[src/rtl/dm_axi_if.sv]
// Single-beat AXI4 bus bundle between the data-memory engine and its slave.
interface dm_axi_if #(
  parameter int ID_W = 4
) ();
  logic [ID_W-1:0] ARID;
  logic [31:0]     ARADDR;
  logic [3:0]      ARLEN;
  logic [2:0]      ARSIZE;
  logic [1:0]      ARBURST;
  logic            ARVALID;
  logic            ARREADY;

  logic [ID_W-1:0] RID;
  logic [31:0]     RDATA;
  logic [1:0]      RRESP;
  logic            RLAST;
  logic            RVALID;
  logic            RREADY;

  logic [ID_W-1:0] AWID;
  logic [31:0]     AWADDR;
  logic [3:0]      AWLEN;
  logic [2:0]      AWSIZE;
  logic [1:0]      AWBURST;
  logic            AWVALID;
  logic            AWREADY;

  logic [31:0]     WDATA;
  logic [3:0]      WSTRB;
  logic            WLAST;
  logic            WVALID;
  logic            WREADY;

  logic [ID_W-1:0] BID;
  logic [1:0]      BRESP;
  logic            BVALID;
  logic            BREADY;

  modport master (
    output ARID, ARADDR, ARLEN, ARSIZE, ARBURST, ARVALID,
    input  ARREADY,
    input  RID, RDATA, RRESP, RLAST, RVALID,
    output RREADY,
    output AWID, AWADDR, AWLEN, AWSIZE, AWBURST, AWVALID,
    input  AWREADY,
    output WDATA, WSTRB, WLAST, WVALID,
    input  WREADY,
    input  BID, BRESP, BVALID,
    output BREADY
  );

  modport slave (
    input  ARID, ARADDR, ARLEN, ARSIZE, ARBURST, ARVALID,
    output ARREADY,
    output RID, RDATA, RRESP, RLAST, RVALID,
    input  RREADY,
    input  AWID, AWADDR, AWLEN, AWSIZE, AWBURST, AWVALID,
    output AWREADY,
    input  WDATA, WSTRB, WLAST, WVALID,
    output WREADY,
    output BID, BRESP, BVALID,
    input  BREADY
  );
endinterface

[src/rtl/dm_axi_master.sv]
// Data-memory AXI4 single-beat master: turns MEM-stage load/store requests into AXI transfers.
// Optional bus-error reporting is enabled with `define DM_AXI_RESP_CHECK_EN.
module dm_axi_master #(
  parameter int              ID_W = 4,
  parameter logic [ID_W-1:0] M_ID = 4'd1
) (
  input  logic         clk,
  input  logic         rst,
  input  logic         MEM_read_M,
  input  logic         MEM_write_M,
  input  logic [31:0]  ALU_result_M,
  input  logic [31:0]  DM_BWEB,
  input  logic [31:0]  DM_DI,
  output logic [31:0]  DM_DO,
  output logic         rvalid_out1,
  output logic         AXI_stall,
  output logic         dm_err,
  dm_axi_if.master     axi
);

  typedef enum logic [2:0] {
    ST_IDLE = 3'd0,
    ST_AR   = 3'd1,
    ST_R    = 3'd2,
    ST_WR   = 3'd3,
    ST_B    = 3'd4,
    ST_DONE = 3'd5
  } state_t;

  state_t      state_r;
  state_t      state_s;
  logic [29:0] addr_r;
  logic [31:0] wdata_r;
  logic [3:0]  wstrb_r;
  logic [31:0] rdata_r;
  logic        aw_done_r;
  logic        w_done_r;
  logic        aw_hs_s;
  logic        w_hs_s;
  logic        r_fin_s;

  // A byte lane is written when any bit of its active-low mask is enabled.
  function automatic logic [3:0] bweb_to_strb(input logic [31:0] bweb);
    logic [3:0] strb;
    for (int i = 0; i < 4; i++) begin
      strb[i] = ~&bweb[8*i +: 8];
    end
    return strb;
  endfunction

  assign aw_hs_s = (state_r == ST_WR) && !aw_done_r && axi.AWREADY;
  assign w_hs_s  = (state_r == ST_WR) && !w_done_r && axi.WREADY;
  assign r_fin_s = (state_r == ST_R) && axi.RVALID && axi.RLAST;

  // State register.
  always_ff @(posedge clk or posedge rst) begin
    if (rst) begin
      state_r <= ST_IDLE;
    end else begin
      state_r <= state_s;
    end
  end

  // Next-state logic; a simultaneous read and write request services the read only.
  always_comb begin
    state_s = state_r;
    case (state_r)
      ST_IDLE: begin
        if (MEM_read_M) begin
          state_s = ST_AR;
        end else if (MEM_write_M) begin
          state_s = ST_WR;
        end else begin
          state_s = ST_IDLE;
        end
      end
      ST_AR: begin
        if (axi.ARREADY) begin
          state_s = ST_R;
        end else begin
          state_s = ST_AR;
        end
      end
      ST_R: begin
        if (r_fin_s) begin
          state_s = ST_DONE;
        end else begin
          state_s = ST_R;
        end
      end
      ST_WR: begin
        if ((aw_done_r || aw_hs_s) && (w_done_r || w_hs_s)) begin
          state_s = ST_B;
        end else begin
          state_s = ST_WR;
        end
      end
      ST_B: begin
        if (axi.BVALID) begin
          state_s = ST_DONE;
        end else begin
          state_s = ST_B;
        end
      end
      ST_DONE: state_s = ST_IDLE;
      default: state_s = ST_IDLE;
    endcase
  end

  // Request capture, per-channel write progress and load data holding register.
  always_ff @(posedge clk or posedge rst) begin
    if (rst) begin
      addr_r    <= 30'd0;
      wdata_r   <= 32'd0;
      wstrb_r   <= 4'd0;
      rdata_r   <= 32'd0;
      aw_done_r <= 1'b0;
      w_done_r  <= 1'b0;
    end else begin
      if (state_r == ST_IDLE) begin
        if (MEM_read_M) begin
          addr_r <= ALU_result_M[31:2];
        end else if (MEM_write_M) begin
          addr_r    <= ALU_result_M[31:2];
          wdata_r   <= DM_DI;
          wstrb_r   <= bweb_to_strb(DM_BWEB);
          aw_done_r <= 1'b0;
          w_done_r  <= 1'b0;
        end
      end
      if (aw_hs_s) begin
        aw_done_r <= 1'b1;
      end
      if (w_hs_s) begin
        w_done_r <= 1'b1;
      end
      if (r_fin_s) begin
        rdata_r <= axi.RDATA;
      end
    end
  end

  assign axi.ARID    = M_ID;
  assign axi.ARADDR  = {addr_r, 2'b00};
  assign axi.ARLEN   = 4'd0;
  assign axi.ARSIZE  = 3'b010;
  assign axi.ARBURST = 2'b01;
  assign axi.ARVALID = (state_r == ST_AR);
  assign axi.RREADY  = (state_r == ST_R);

  assign axi.AWID    = M_ID;
  assign axi.AWADDR  = {addr_r, 2'b00};
  assign axi.AWLEN   = 4'd0;
  assign axi.AWSIZE  = 3'b010;
  assign axi.AWBURST = 2'b01;
  assign axi.AWVALID = (state_r == ST_WR) && !aw_done_r;

  assign axi.WDATA   = wdata_r;
  assign axi.WSTRB   = wstrb_r;
  assign axi.WLAST   = 1'b1;
  assign axi.WVALID  = (state_r == ST_WR) && !w_done_r;
  assign axi.BREADY  = (state_r == ST_B);

  // Stall is combinational so the pipeline advances at the end of DONE.
  assign AXI_stall   = ((state_r == ST_IDLE) && (MEM_read_M || MEM_write_M)) ||
                       ((state_r != ST_IDLE) && (state_r != ST_DONE));
  assign rvalid_out1 = r_fin_s;
  assign DM_DO       = ((state_r == ST_R) && axi.RVALID) ? axi.RDATA : rdata_r;

`ifdef DM_AXI_RESP_CHECK_EN
  logic dm_err_r;

  // Sticky error flag; cleared only by reset.
  always_ff @(posedge clk or posedge rst) begin
    if (rst) begin
      dm_err_r <= 1'b0;
    end else if ((r_fin_s && (axi.RRESP != 2'b00)) ||
                 ((state_r == ST_B) && axi.BVALID && (axi.BRESP != 2'b00))) begin
      dm_err_r <= 1'b1;
    end
  end

  assign dm_err = dm_err_r;
  wire unused_ok_s = &{1'b0, axi.RID, axi.BID, ALU_result_M[1:0]};
`else
  assign dm_err = 1'b0;
  wire unused_ok_s = &{1'b0, axi.RID, axi.BID, axi.RRESP, axi.BRESP, ALU_result_M[1:0]};
`endif

endmodule

[src/flat_wrapper.sv]
// flat-port wrapper written by rule: the top's interface ports become plain ports
module dm_axi_master_flat 
#(
  parameter int              ID_W = 4,
  parameter logic [ID_W-1:0] M_ID = 4'd1
)
  (clk, rst, MEM_read_M, MEM_write_M, ALU_result_M, DM_BWEB, DM_DI, DM_DO, rvalid_out1, AXI_stall, dm_err, axi_ARID, axi_ARADDR, axi_ARLEN, axi_ARSIZE, axi_ARBURST, axi_ARVALID, axi_ARREADY, axi_RID, axi_RDATA, axi_RRESP, axi_RLAST, axi_RVALID, axi_RREADY, axi_AWID, axi_AWADDR, axi_AWLEN, axi_AWSIZE, axi_AWBURST, axi_AWVALID, axi_AWREADY, axi_WDATA, axi_WSTRB, axi_WLAST, axi_WVALID, axi_WREADY, axi_BID, axi_BRESP, axi_BVALID, axi_BREADY);
  dm_axi_if #(.ID_W(ID_W)) axi_i ();
  input  logic clk;
  input  logic rst;
  input  logic MEM_read_M;
  input  logic MEM_write_M;
  input  logic [31:0] ALU_result_M;
  input  logic [31:0] DM_BWEB;
  input  logic [31:0] DM_DI;
  output logic [31:0] DM_DO;
  output logic rvalid_out1;
  output logic AXI_stall;
  output logic dm_err;
  output wire logic [$bits(axi_i.ARID)-1:0] axi_ARID;
  output wire logic [$bits(axi_i.ARADDR)-1:0] axi_ARADDR;
  output wire logic [$bits(axi_i.ARLEN)-1:0] axi_ARLEN;
  output wire logic [$bits(axi_i.ARSIZE)-1:0] axi_ARSIZE;
  output wire logic [$bits(axi_i.ARBURST)-1:0] axi_ARBURST;
  output wire logic [$bits(axi_i.ARVALID)-1:0] axi_ARVALID;
  input wire logic [$bits(axi_i.ARREADY)-1:0] axi_ARREADY;
  input wire logic [$bits(axi_i.RID)-1:0] axi_RID;
  input wire logic [$bits(axi_i.RDATA)-1:0] axi_RDATA;
  input wire logic [$bits(axi_i.RRESP)-1:0] axi_RRESP;
  input wire logic [$bits(axi_i.RLAST)-1:0] axi_RLAST;
  input wire logic [$bits(axi_i.RVALID)-1:0] axi_RVALID;
  output wire logic [$bits(axi_i.RREADY)-1:0] axi_RREADY;
  output wire logic [$bits(axi_i.AWID)-1:0] axi_AWID;
  output wire logic [$bits(axi_i.AWADDR)-1:0] axi_AWADDR;
  output wire logic [$bits(axi_i.AWLEN)-1:0] axi_AWLEN;
  output wire logic [$bits(axi_i.AWSIZE)-1:0] axi_AWSIZE;
  output wire logic [$bits(axi_i.AWBURST)-1:0] axi_AWBURST;
  output wire logic [$bits(axi_i.AWVALID)-1:0] axi_AWVALID;
  input wire logic [$bits(axi_i.AWREADY)-1:0] axi_AWREADY;
  output wire logic [$bits(axi_i.WDATA)-1:0] axi_WDATA;
  output wire logic [$bits(axi_i.WSTRB)-1:0] axi_WSTRB;
  output wire logic [$bits(axi_i.WLAST)-1:0] axi_WLAST;
  output wire logic [$bits(axi_i.WVALID)-1:0] axi_WVALID;
  input wire logic [$bits(axi_i.WREADY)-1:0] axi_WREADY;
  input wire logic [$bits(axi_i.BID)-1:0] axi_BID;
  input wire logic [$bits(axi_i.BRESP)-1:0] axi_BRESP;
  input wire logic [$bits(axi_i.BVALID)-1:0] axi_BVALID;
  output wire logic [$bits(axi_i.BREADY)-1:0] axi_BREADY;
  assign axi_ARID = axi_i.ARID;
  assign axi_ARADDR = axi_i.ARADDR;
  assign axi_ARLEN = axi_i.ARLEN;
  assign axi_ARSIZE = axi_i.ARSIZE;
  assign axi_ARBURST = axi_i.ARBURST;
  assign axi_ARVALID = axi_i.ARVALID;
  assign axi_i.ARREADY = axi_ARREADY;
  assign axi_i.RID = axi_RID;
  assign axi_i.RDATA = axi_RDATA;
  assign axi_i.RRESP = axi_RRESP;
  assign axi_i.RLAST = axi_RLAST;
  assign axi_i.RVALID = axi_RVALID;
  assign axi_RREADY = axi_i.RREADY;
  assign axi_AWID = axi_i.AWID;
  assign axi_AWADDR = axi_i.AWADDR;
  assign axi_AWLEN = axi_i.AWLEN;
  assign axi_AWSIZE = axi_i.AWSIZE;
  assign axi_AWBURST = axi_i.AWBURST;
  assign axi_AWVALID = axi_i.AWVALID;
  assign axi_i.AWREADY = axi_AWREADY;
  assign axi_WDATA = axi_i.WDATA;
  assign axi_WSTRB = axi_i.WSTRB;
  assign axi_WLAST = axi_i.WLAST;
  assign axi_WVALID = axi_i.WVALID;
  assign axi_i.WREADY = axi_WREADY;
  assign axi_i.BID = axi_BID;
  assign axi_i.BRESP = axi_BRESP;
  assign axi_i.BVALID = axi_BVALID;
  assign axi_BREADY = axi_i.BREADY;
  dm_axi_master #(.ID_W(ID_W), .M_ID(M_ID)) u_core (.clk(clk), .rst(rst), .MEM_read_M(MEM_read_M), .MEM_write_M(MEM_write_M), .ALU_result_M(ALU_result_M), .DM_BWEB(DM_BWEB), .DM_DI(DM_DI), .DM_DO(DM_DO), .rvalid_out1(rvalid_out1), .AXI_stall(AXI_stall), .dm_err(dm_err), .axi(axi_i));
endmodule
[config.mk]
export PLATFORM = sky130hd
export DESIGN_NAME = dm_axi_master_flat
export DESIGN_NICKNAME = d
export VERILOG_FILES = /design/src/rtl/dm_axi_if.sv /design/src/rtl/dm_axi_master.sv /design/src/flat_wrapper.sv
export SDC_FILE = /design/constraint.sdc
export NUM_CORES = 1
export LEC_CHECK = 0
export CORE_ASPECT_RATIO = 1.75
export CORE_MARGIN = 2
export CORE_UTILIZATION = 33
export CTS_BUF_LIST = sky130_fd_sc_hd__clkbuf_16
export DETAILED_ROUTE_END_ITERATION = 12
export GPL_TIMING_DRIVEN = 0
export PLACE_DENSITY_LB_ADDON = 0.08
export SYNTH_ARGS = -nofsm -noshare
export SYNTH_HDL_FRONTEND = slang
export SYNTH_SLANG_ARGS = --single-unit
[constraint.sdc]
create_clock -name clk -period 3.4 [get_ports clk]
set_input_delay 0.68 -clock clk [delete_from_list [all_inputs] [get_ports clk]]
set_output_delay 0.68 -clock clk [all_outputs]
set_load 0.02 [all_outputs]
==> results.sh <==
export IMPL_dr_pass1_iters=4
export IMPL_cts_htree_levels=3
export IMPL_slew_limit_headroom_pct=51.10
export IMPL_setup_viol=0
export IMPL_synthTopCellsByArea="dfrtp_1 (52%), mux2_1 (24%), buf_4 (11%), mux2_2 (5.0%), nand4_1 (1.0%)"
export IMPL_placed_cells=849
export IMPL_final_layout_size_suffix_gt1_share_pct=17.89
export IMPL_synth_distinct_cells=32
export IMPL_viasPerCell=4.447
export IMPL_drt_iter0_drc=32
export IMPL_yosysSeqAreaShare_pct=52.23
export IMPL_drv_cap=0
export IMPL_cts_num_sinks=103
export IMPL_final_seq_area_um2=2577
export IMPL_fin_tns_setup_ns=0
export IMPL_worstHoldPathType="reg -> reg"
export IMPL_clockRootBuffer="clkbuf_16"
export IMPL_die_x_um=96.44
export IMPL_row_count=59
export IMPL_grt_max_degree=57
export IMPL_vias=3847
export IMPL_rsz0062_at_grt="false"
export IMPL_synth_top_cell_area_share_pct=52.23
export IMPL_post_drt_wl_per_cell_um=15.73
export IMPL_synth_edf_count=0
export IMPL_clock_fmax_mhz=302.0
export IMPL_slew_violations=0
export IMPL_start_kind="primary input"
export IMPL_synth_largest_area_cell="dfrtp_1"
export IMPL_tightest_slew_ns=0.7335
export IMPL_clock_latency_ns=0.34
export IMPL_p_per_area_nw_per_um2=926.3
export IMPL_period_needed_ns=3.311
export IMPL_leakage_uw=0.003610
export IMPL_portBuffers=270
export IMPL_routed_wl_mm=13.60
export IMPL_grt_ovfl_total=0
export IMPL_gp_congestion=0.7365
export IMPL_synth_area_um2=4935
export IMPL_status="complete, no violations"
export IMPL_cts_tree="done"
export IMPL_ys_warnings_count=0
export IMPL_synth_seq_cells=103
export IMPL_final_setup_skew_ns=0.008413
export IMPL_cts_inserted_buffers=9
export IMPL_die_area_um2=15990
export IMPL_crit_type="in -> out"
export IMPL_layout_nets=827
export IMPL_ioPinCount=317
export IMPL_worstPathRequired_ns=2.72
export IMPL_crit_fanout=10
export IMPL_finalHoldViolCount=0
export IMPL_multi_input_area_um2=1866
export IMPL_netlist_instances=365
export IMPL_initial_core_util_pct=33.42
export IMPL_fillers=1317
export IMPL_antenna_found_initial=0
export IMPL_post_cts_buffers=0
export IMPL_period_share_pct=97.40
export IMPL_die_h_um=165.8
export IMPL_ys_flop_type="dfrtp_1"
export IMPL_hold_ws_ns=0.4884
export IMPL_critPathArrivalTime_ns=2.63
export IMPL_worst_setup_path_end_kind="output pin"
export IMPL_grt_pass1_wl_mm=20.83
export IMPL_dpl_hpwl_mm=11.13
export IMPL_stdcell_count=865
export IMPL_diodes=0
export IMPL_async_flop_share_pct=100.0
export IMPL_core_area_um2=14760
export IMPL_avgSynthCellArea_um2=13.52
export IMPL_drc=0
export IMPL_ant_nets=0
export IMPL_area_growth_pct=68.53
export IMPL_globalRouteTotalUtil_pct=17.01
export IMPL_clock_path_buffers=2
export IMPL_grt_pass1_vias=4011
export IMPL_vdd_drop_max_mv=0.4570
export IMPL_clk_pin_slew_ns=0.06
-- repair_timing --
action                     4_1_cts  5_1_grt
hold buffers                     0        0
setup endpoints to repair        7        0
gates resized for setup          3        0
-- registers in the layout, indices dropped and copies added, names as in the netlist --
name              count
u_core.state_r        3
u_core.w_done_r       1
u_core.rdata_r       32
u_core.axi.WDATA     32
u_core.aw_done_r      1
u_core.addr_r        30
u_core.axi.WSTRB      4
-- synthesized netlist by cell type (2+ instances only) --
library cell / number
buf_6: 2
buf_2: 6
nor3b_1: 2
nand4_1: 8
dfrtp_1: 103
conb_1: 2
mux2_1: 104
nor2_1: 13
inv_1: 5
buf_4: 70
nand3b_1: 2
a21oi_1: 3
mux2_2: 22
mux2i_1: 4
and4b_1: 2
-- critical path, stage by stage --
cell and delay, ns:
clkdlybuf4s50_1 0.46, and4bb_1 0.19, buf_4 0.17, buf_4 0.21, mux2_1 0.34, clkdlybuf4s50_1 0.57
-- layout make-up --
type	count	area share (%)
clock buffers	9	2.708
clock inverters	7	0.9027
plain buffers	79	7.086
inverters	6	0.3009
flip-flops and latches	103	30.99
repair buffers	271	32.83
well taps	183	2.753
multi-input cells	207	22.43
-- through the flow --
step,total power (uW),worst slack (ns),utilization (%),instance area [um2]
2_1_floorplan,4578,0.01616,-,5047
3_5_place_dp,6732,-0.01499,54.25,8009
6_report,7704,0.08853,56.33,8317
5_1_grt,8136,0.02029,56.33,8317
4_1_cts,7824,0.05759,56.33,8317
3_3_place_gp,6645,-1.686,54.04,7979
-- worst paths after layout --
path / to / slack [ns] / startpoint / cells past startpoint
max: DM_DO[21] / 0.09 / axi_RVALID / 6
min: u_core.axi.WDATA[3] / 0.49 / u_core.axi.WDATA[3] / 1
max reg2reg: u_core.axi.WDATA[1] / 1.58 / u_core.state_r[1] / 6
min reg2reg: u_core.axi.WDATA[3] / 0.49 / u_core.axi.WDATA[3] / 1
max in group asynchronous: u_core.axi.WDATA[20] / 1.86 / rst / 3
min in group asynchronous: u_core.addr_r[13] / 0.82 / rst / 2
-- metal layers --
metal  wire length, um  up-vias  share of wire (%)  GRT usage, %
met5                 0        -                  0             0
met4               149        0                1.1         4.287
met3              1179       10                8.7         5.309
met2              7927      168                 58         33.36
met1              4348     1870                 32         16.29
li1                  -     1799                  -             -
-- cell usage in the layout (no fill, tap or decap), types with 2 or more instances in the layout --
cell / netlist / final
buf_2: 6 / 3
buf_4: 70 / 73
buf_6: 2 / 2
mux2i_1: 4 / 4
and4b_1: 2 / 2
clkinv_2: 0 / 2
clkbuf_16: 0 / 9
nand3b_1: 2 / 2
inv_6: 0 / 4
dfrtp_1: 103 / 103
nor3b_1: 2 / 2
mux2_1: 104 / 104
nor2_1: 13 / 13
inv_1: 5 / 4
clkdlybuf4s50_1: 0 / 270
nand4_1: 8 / 8
conb_1: 2 / 32
mux2_2: 22 / 22
a21oi_1: 3 / 3
-- logic make-up (layout without fill, tap and decap cells) --
group | count (synthesis) | after routing | share of synthesized area, %
AO/OA/AOI/OAI | 9 | 9 | 1.293
other | 2 | 32 | 0.1522
flip-flops | 103 | 103 | 52.23
buffers and inverters | 85 | 372 | 12.25
multiplexers | 130 | 130 | 29.56
AND/OR/NAND/NOR | 36 | 36 | 4.514
-- report_power, final --
group / switching, uW / internal [uW]
sequential: 355 / 1830
clock: 480 / 580
combinational: 2040 / 2420
total: 2880 / 4830
(Power assumes the default switching activity.)
